[config.mk]
export PLATFORM = sky130hd
export DESIGN_NAME = echo_test_driver
export DESIGN_NICKNAME = d
export VERILOG_FILES = /design/src/rtl/echo_test_driver.sv
export SDC_FILE = /design/constraint.sdc
export NUM_CORES = 1
export LEC_CHECK = 0
export BUFFER_PORTS_ARGS = -buffer_cell sky130_fd_sc_hd__buf_2
export CORE_MARGIN = 3
export CORE_UTILIZATION = 45
export CTS_CLUSTER_DIAMETER = 40
export DETAILED_ROUTE_END_ITERATION = 8
export PLACE_DENSITY = 0.71
export SYNTH_ARGS = -nofsm -noshare
export SYNTH_HDL_FRONTEND = slang
export SYNTH_SLANG_ARGS = --single-unit
[constraint.sdc]
create_clock -name CLK -period 14.35 [get_ports CLK]
set_clock_uncertainty 0.15 [all_clocks]
set_input_delay 1.435 -clock CLK [delete_from_list [all_inputs] [get_ports CLK]]
set_output_delay 1.435 -clock CLK [all_outputs]
set_load 0.01 [all_outputs]
[src/rtl/echo_test_driver.sv]
// Sequenced traffic generator/checker for the echo loopback path.
// Define ECHO_TEST_CHECK_EN to build the data comparator and the err_count register.
module echo_test_driver #(
    parameter int               WIDTH   = 32,
    parameter int               MAX_OUT = 4,
    parameter logic [WIDTH-1:0] SEED    = '0
) (
    input  logic             CLK,
    input  logic             nRST,
    input  logic             start__ENA,
    input  logic [15:0]      start_len,
    output logic             start__RDY,
    input  logic             enq__RDY,
    output logic             enq__ENA,
    output logic [WIDTH-1:0] enq_v,
    input  logic             ind__ENA,
    input  logic [WIDTH-1:0] ind_v,
    output logic             ind__RDY,
    output logic             done,
    output logic [15:0]      sent,
    output logic [15:0]      recv,
    output logic [15:0]      err_count,
    output logic [1:0]       dbg_state
);

    // Handshakes: a transfer on an X__ENA/X__RDY pair happens on the rising CLK edge where
    // both are high; ENA never waits on anything but RDY and internal state.
    typedef enum logic [1:0] {S_IDLE, S_RUN, S_DRAIN, S_DONE} state_t;

    state_t      state;
    logic [15:0] len;
    logic [16:0] outstanding;
    logic        ind_acc;
    logic        ind_owed;
    logic [15:0] sent_nxt;
    logic [15:0] recv_nxt;

    assign outstanding = {1'b0, sent - recv};
    assign enq__ENA    = (state == S_RUN) && enq__RDY && (sent < len) &&
                         (outstanding < 17'(MAX_OUT));
    assign enq_v       = SEED + WIDTH'(sent);
    assign ind__RDY    = (state == S_RUN) || (state == S_DRAIN);
    assign start__RDY  = (state == S_IDLE) || (state == S_DONE);
    assign done        = (state == S_DONE);
    assign dbg_state   = state;

    assign ind_acc  = ind__ENA && ind__RDY;
    assign ind_owed = (recv != sent);
    assign sent_nxt = sent + {15'd0, enq__ENA};
    assign recv_nxt = recv + {15'd0, ind_acc && ind_owed};

    always_ff @(posedge CLK) begin
        if (!nRST) begin
            state <= S_IDLE;
            len   <= '0;
            sent  <= '0;
            recv  <= '0;
        end else begin
            case (state)
                S_IDLE, S_DONE: begin
                    if (start__ENA) begin
                        len   <= start_len;
                        sent  <= '0;
                        recv  <= '0;
                        state <= (start_len == 16'd0) ? S_DONE : S_RUN;
                    end
                end
                S_RUN: begin
                    sent <= sent_nxt;
                    recv <= recv_nxt;
                    // Last enq and last ind in the same cycle skip DRAIN entirely.
                    if (sent_nxt == len)
                        state <= (recv_nxt == len) ? S_DONE : S_DRAIN;
                end
                S_DRAIN: begin
                    recv <= recv_nxt;
                    if (recv_nxt == len)
                        state <= S_DONE;
                end
                default: state <= S_IDLE;
            endcase
        end
    end

`ifdef ECHO_TEST_CHECK_EN
    logic mismatch;

    // An indication with nothing outstanding is itself an error.
    assign mismatch = ind_acc && (!ind_owed || (ind_v != SEED + WIDTH'(recv)));

    always_ff @(posedge CLK) begin
        if (!nRST)
            err_count <= '0;
        else if (start__RDY && start__ENA)
            err_count <= '0;
        else if (mismatch && (err_count != 16'hFFFF))
            err_count <= err_count + 16'd1;
    end
`else
    logic unused_ind_v;

    assign unused_ind_v = ^ind_v;
    assign err_count    = '0;
`endif

endmodule

==> run summary, run 1 <==
status: finished, final reports clean
largest net degree at the start of global routing: 51
worst vdd ir: 0.07223 mV
post-synthesis sequential area ratio: 0.2049
CTS Buf Count: 5
Die W: 110.2 um
drc violations: 0
Post-synth top cells: a21oi_1 (59), nand2_1 (59), buf_4 (51)
crit-path cells: ha_1 -> nor2b_1 -> o21a_1 -> o21a_1 -> o41ai_1 -> o21ai_0 -> o211ai_1 -> o31ai_1 -> nor4_1 -> ha_1 -> and4_1 -> and3_1 -> nand3_1 -> xnor2_1 -> or3_4 -> or4_1 -> o22ai_1 -> a2111oi_2
GPL Wtd Cong: 1.043
Final Cycle Share: 0.4263
later-pin clock latency in the skew report: 320 ps
Die ar.: 12140 sq um
number of max-cap violations: 0
Setup CP Type: reg2reg
Fin. Hold Viols: 0
routed wire length: 13640 um
TritonCTS clock tree: built
DR pass1 iterations: 7
Post-Synthesis Cells: 645
Detailed Route Iter0 Violations: 290
Slew @ Worst Pin: 1090 ps
share of cells above drive strength 1: 0.1713
Final setup viols: 0
Slew Viols, Final: 0
Critical R2R Launch: sent[1]
Placed Area: 5000 sq um
Fin Setup TNS: 0 ps
final net count: 766
initial antenna violation count: 0
Hold Startpoint: len[3]
CTS clk-pin slew, worst paths: 100 ps
gr ovfl total: 0
Synth warnings: 0
Post-CTS Setup Bufs: 0
WP data arrival: 6160 ps
power per cell area: 103.5 nW/um^2
CP startpoint kind: flip-flop
Placement Setup Slack: 8406 ps
via/cell ratio: 5.697
I/O Buffers: 74
Worst EP required: 14390 ps
cts repair resizes: 0
post-route ant nets: 0
IO Pins: 139
crit path from: sent[1]
Synth cell types: 70
Starting Density: 0.4669
total track usage: 0.2305
flop2flop setup slack: 8230 ps
Static Leak: 2.250 nW
synth top area cells: dfxtp_1 (20%), ha_1 (9.5%), buf_4 (7.8%)
EDFF count, synth: 0
vias: 4632
Power Total: 0.5292 mW
min-delay worst type: reg2reg
first-pass GRT wire length: 21890 um
Syn Area/Cell: 7.573 sq um
area of the core: 10460 sq um
ys flop type: dfxtp_1
cell taking the most area after synthesis: dfxtp_1
fillcell total: 1044
final setup margin: 8232 ps
Rel. slew slack: 0.2734
Num Clock Sinks: 50
Finished Layout Cells: 813
DP Cell Count: 805
DR WL/cell: 16.77 um
Die Span Y: 110.2 um
clk buf depth: 2
Synth Cell Area: 4885 sq um
RSZ-0062 raised after global routing: false
H-tree depth: 2
ANT cells: 0
post-synth top area share: 0.2049
Min Hold Slack: 402.9 ps
Async SR Flop Fraction: 0
Yosys reg bits: 50
number of global-route vias before repair: 4384
CP Capture Type: flip-flop
Post-DP HPWL: 10400 um
area growth from synthesis to layout: 4.662%
CTS Hold Bufs: 0
Clock Tree Root: clkbuf_8
row count: 37
Max stage delay on crit path: 790 ps
Tmin final: 6118 ps
fmax: 0.1635 GHz
Critical-path top delay cell: nor4_1
Layout Utilization: 0.4886
design area: 5112 sq um
maximum fanout along the worst path: 15
-- path summary, 6_finish.rpt --
kind / cells after the start / to
max: 18 / dbg_state[0]
max reg2reg: 18 / dbg_state[0]
min reg2reg: 2 / len[3]
min: 2 / len[3]
-- cell families after synthesis --
group                      Yosys count  share of synthesized area
and+or+nand+nor                    222                     0.2554
xor gates and xnor gates            50                    0.08965
AOI/OAI and AO/OA                  155                     0.1970
other                                1                  0.0007677
muxes                                5                    0.01127
adders and majority gates           37                    0.09477
buffers and inverters              125                     0.1463
DFF                                 50                     0.2049
-- layout make-up --
class	count	area, sq um	area share
multi-input cells	501	3286	0.6427
flip-flops and latches	50	1001	0.1958
repair buffers	76	385.4	0.07538
well taps	136	170.2	0.03328
inverters	42	157.7	0.03084
clock buffers	5	68.82	0.01346
clock inverters	3	43.79	0.008566
-- worst max-delay path, delay by kind of cell, from the launching register on --
| family | cells | cell delay (ps) |
|---|---|---|
| AND/OR/NAND/NOR | 7 | 2510 |
| adder cells (fa/ha/maj) | 2 | 730 |
| AO/OA/AOI/OAI | 8 | 1720 |
| XOR/XNOR | 1 | 180 |
| flip-flops | 1 | 690 |
-- state kept, by name, indices dropped and copies added, names as in the netlist --
| register | cells |
|---|---|
| dbg_state | 2 |
| len | 16 |
| sent | 16 |
| recv | 16 |
-- per-layer routing --
layer,track usage,wire length [um],up-vias
met5,0,0,-
met3,0.03553,888,32
li1,-,-,2254
met2,0.3791,6293,172
met4,0.08707,342,0
met1,0.3042,6110,2174
-- cell usage in the layout (no fill, tap or decap), drive strengths merged, types with 5 or more instances in the layout --
cell type and count:
clkbuf 5, o31ai 6, xnor2 36, nor2 51, o22ai 5, o21ai 36, a211oi 5, a31oi 6
conb 32, nand2b 8, nand3 18, nor3 16, nand2 59, nor4 18, o21a 5, ha 37
nand4 19, or3 8, a21oi 60, buf 76, a22oi 5, dfxtp 50, a21o 8, xor2 14
inv 43
-- power by group --
part,total (mW),switching (mW),leakage (nW),internal (mW)
Sequential,0.173,0.0229,0.405,0.150
Combinational,0.251,0.157,1.79,0.0933
Clock,0.106,0.0532,0.0585,0.0524
Total,0.529,0.233,2.25,0.296
Power figures use the tool's default switching activity.
==> inputs of run 2 (changes only) <==
--- a/config.mk
+++ b/config.mk
@@ -5,6 +5,7 @@
 export SDC_FILE = /design/constraint.sdc
 export NUM_CORES = 1
 export LEC_CHECK = 0
+export ABC_AREA = 1
 export BUFFER_PORTS_ARGS = -buffer_cell sky130_fd_sc_hd__buf_2
 export CORE_MARGIN = 3
 export CORE_UTILIZATION = 45
==> constraint.sdc (replaced) <==
create_clock -name CLK -period 5.7 [get_ports CLK]
set_clock_uncertainty 0.15 [all_clocks]
set_input_delay 0.57 -clock CLK [delete_from_list [all_inputs] [get_ports CLK]]
set_output_delay 0.57 -clock CLK [all_outputs]
set_load 0.01 [all_outputs]
==> run 2 against run 1 <==
Compared with the run above:
- area after synthesis shrank 0.79%
- largest power group unchanged
- largest cell class unchanged
- core utilization grew 1.6 points
- first-iteration DRC count grew 61%
==> run summary, run 2 <==
status: finished, final reports clean
Post-CTS Setup Bufs: 0
final net count: 935
Max stage delay on crit path: 580 ps
GR peak layer: met2
Fin Setup TNS: 0 ps
H-tree depth: 2
EDFF count, synth: 0
Starting Density: 0.4652
Die ar.: 12050 sq um
Synth cell types: 41
routed wire length: 13700 um
global routing usage on met3: 0.02995
Syn Area/Cell: 6.157 sq um
CTS Hold Bufs: 0
min-delay worst type: reg2reg
most common cell after layout, fill and taps aside: nand2_1
post-route ant nets: 0
later-pin clock latency in the skew report: 320 ps
DR pass1 iterations: 5
Hold Startpoint: recv[0]
fillcell total: 1139
TritonCTS clock tree: built
ANT cells: 0
I/O Buffers: 74
CTS Buf Count: 5
fmax: 0.2224 GHz
Final setup viols: 0
share of cells above drive strength 1: 0.1277
crit-path most repeated cell: nand2_1
Static Leak: 2.669 nW
vias: 5046
Die Span Y: 109.8 um
Power Total: 1.283 mW
cell taking the most area after synthesis: dfxtp_1
Slew Viols, Final: 0
Yosys reg bits: 50
synth top area cells: dfxtp_1 (21%), nand2_1 (18%), ha_1 (9.6%)
WP data arrival: 4600 ps
number of global-route vias before repair: 4416
gr ovfl total: 0
Critical R2R Launch: sent[1]
Regs by FF count: len x16, recv x16, sent x16
Post-Synthesis Cells: 787
Fin. Hold Viols: 0
ys flop type: dfxtp_1
initial antenna violation count: 0
Critical R2R Capture: dbg_state[0]
sequential cell area: 1001 sq um
Die W: 109.8 um
Critical-path top delay cell: dfxtp_1
drc violations: 0
Synth Cell Area: 4846 sq um
Hold Crit Endpoint: recv[0]
power per cell area: 244.4 nW/um^2
worst vdd ir: 0.2591 mV
area of the core: 10420 sq um
GPL Wtd Cong: 0.9525
commonest cells after routing, fill and taps aside: nand2_1 (227), inv_1 (92), nand3_1 (85)
cell with the most instances after synthesis: nand2_1
first-pass GRT wire length: 21780 um
flop2flop setup slack: 1200 ps
clk buf depth: 2
largest net degree at the start of global routing: 34
Worst R2R Path Depth: 28
Post-synth top cells: nand2_1 (227), inv_1 (92), nand3_1 (85)
post-synth top area share: 0.2066
Final Cycle Share: 0.7888
total track usage: 0.2329
Tmin final: 4496 ps
Rel. slew slack: 0.2212
row count: 37
IO Pins: 139
Slew @ Worst Pin: 1167 ps
via/cell ratio: 5.138
Num Clock Sinks: 50
cts repair resizes: 0
area growth from synthesis to layout: 8.366%
number of max-cap violations: 0
met2 Usage GRT: 0.3766
RSZ-0062 raised after global routing: false
CTS clk-pin slew, worst paths: 100 ps
Post-DP HPWL: 10900 um
Worst EP required: 5800 ps
met1 usage: 0.3270
Clock Tree Root: clkbuf_8
post-synthesis sequential area ratio: 0.2066
maximum fanout along the worst path: 10
hold path depth: 2
Synth warnings: 0
Detailed Route Iter0 Violations: 467
area of the multi-input gates: 3206 sq um
CP startpoint kind: flip-flop
DR WL/cell: 13.95 um
Async SR Flop Fraction: 0
CP Capture Type: flip-flop
Setup CP Type: reg2reg
-- run 2: cell families after synthesis --
group,after synthesis,share of synthesized area
AND/OR/NAND/NOR,413,0.3718
XOR/XNOR,22,0.04725
adder cells (fa/ha/maj),37,0.09553
other,1,0.0007739
AO/OA/AOI/OAI,111,0.1221
buffers and inverters,153,0.1560
flip-flops,50,0.2066
-- run 2: final cells by class --
type / count / share of cell area
multi-input cells: 615 / 0.6104
flip-flops and latches: 50 / 0.1906
clock buffers: 6 / 0.01382
inverters: 93 / 0.06648
well taps: 136 / 0.03240
clock inverters: 2 / 0.007148
repair buffers: 80 / 0.07910
-- run 2: stage by stage --
step | instance area (sq um) | util | std cells | hold slack [ps] | setup WS (ps)
finish | 5251 | 0.5041 | 982 | 355.3 | 1204
global route | 5251 | 0.5041 | 982 | 388.6 | 723.8
CTS | 5251 | 0.5041 | 982 | 363.3 | 1218
detailed placement | 5141 | 0.4936 | 974 | 346.7 | 1263
global placement | 5141 | 0.4936 | 974 | 346.4 | 1292
floorplan | 4962 | - | 818 | 318.1 | 1931
-- run 2: worst max path at each step --
stage | start | to | slack [ps]
after CTS | sent[1] | dbg_state[1] | 1220
final | sent[1] | dbg_state[0] | 1200
after detailed placement | sent[1] | dbg_state[1] | 1260
after global placement | recv[4] | dbg_state[0] | 1290
after floorplan | recv[3] | dbg_state[0] | 1930
after global routing | recv[3] | dbg_state[1] | 720
-- run 2: power by group --
| part | switching (mW) | internal [mW] |
|---|---|---|
| sequential | 0.0456 | 0.393 |
| combinational | 0.410 | 0.176 |
| clock | 0.127 | 0.131 |
-- run 2: metal layers --
layer	vias up	share of wire
met2	194	0.44
met1	2238	0.47
met4	0	0.014
met5	-	0
li1	2600	-
met3	14	0.074
-- run 2: worst max-delay path, delay by kind of cell (launching register included) --
| kind | cells | cell delay, ps |
|---|---|---|
| AND/OR/NAND/NOR | 21 | 2200 |
| AO/OA/AOI/OAI | 3 | 700 |
| adder cells (fa/ha/maj) | 2 | 590 |
| flip-flops | 1 | 580 |
| XOR/XNOR | 1 | 150 |
| buffers and inverters | 1 | 60 |
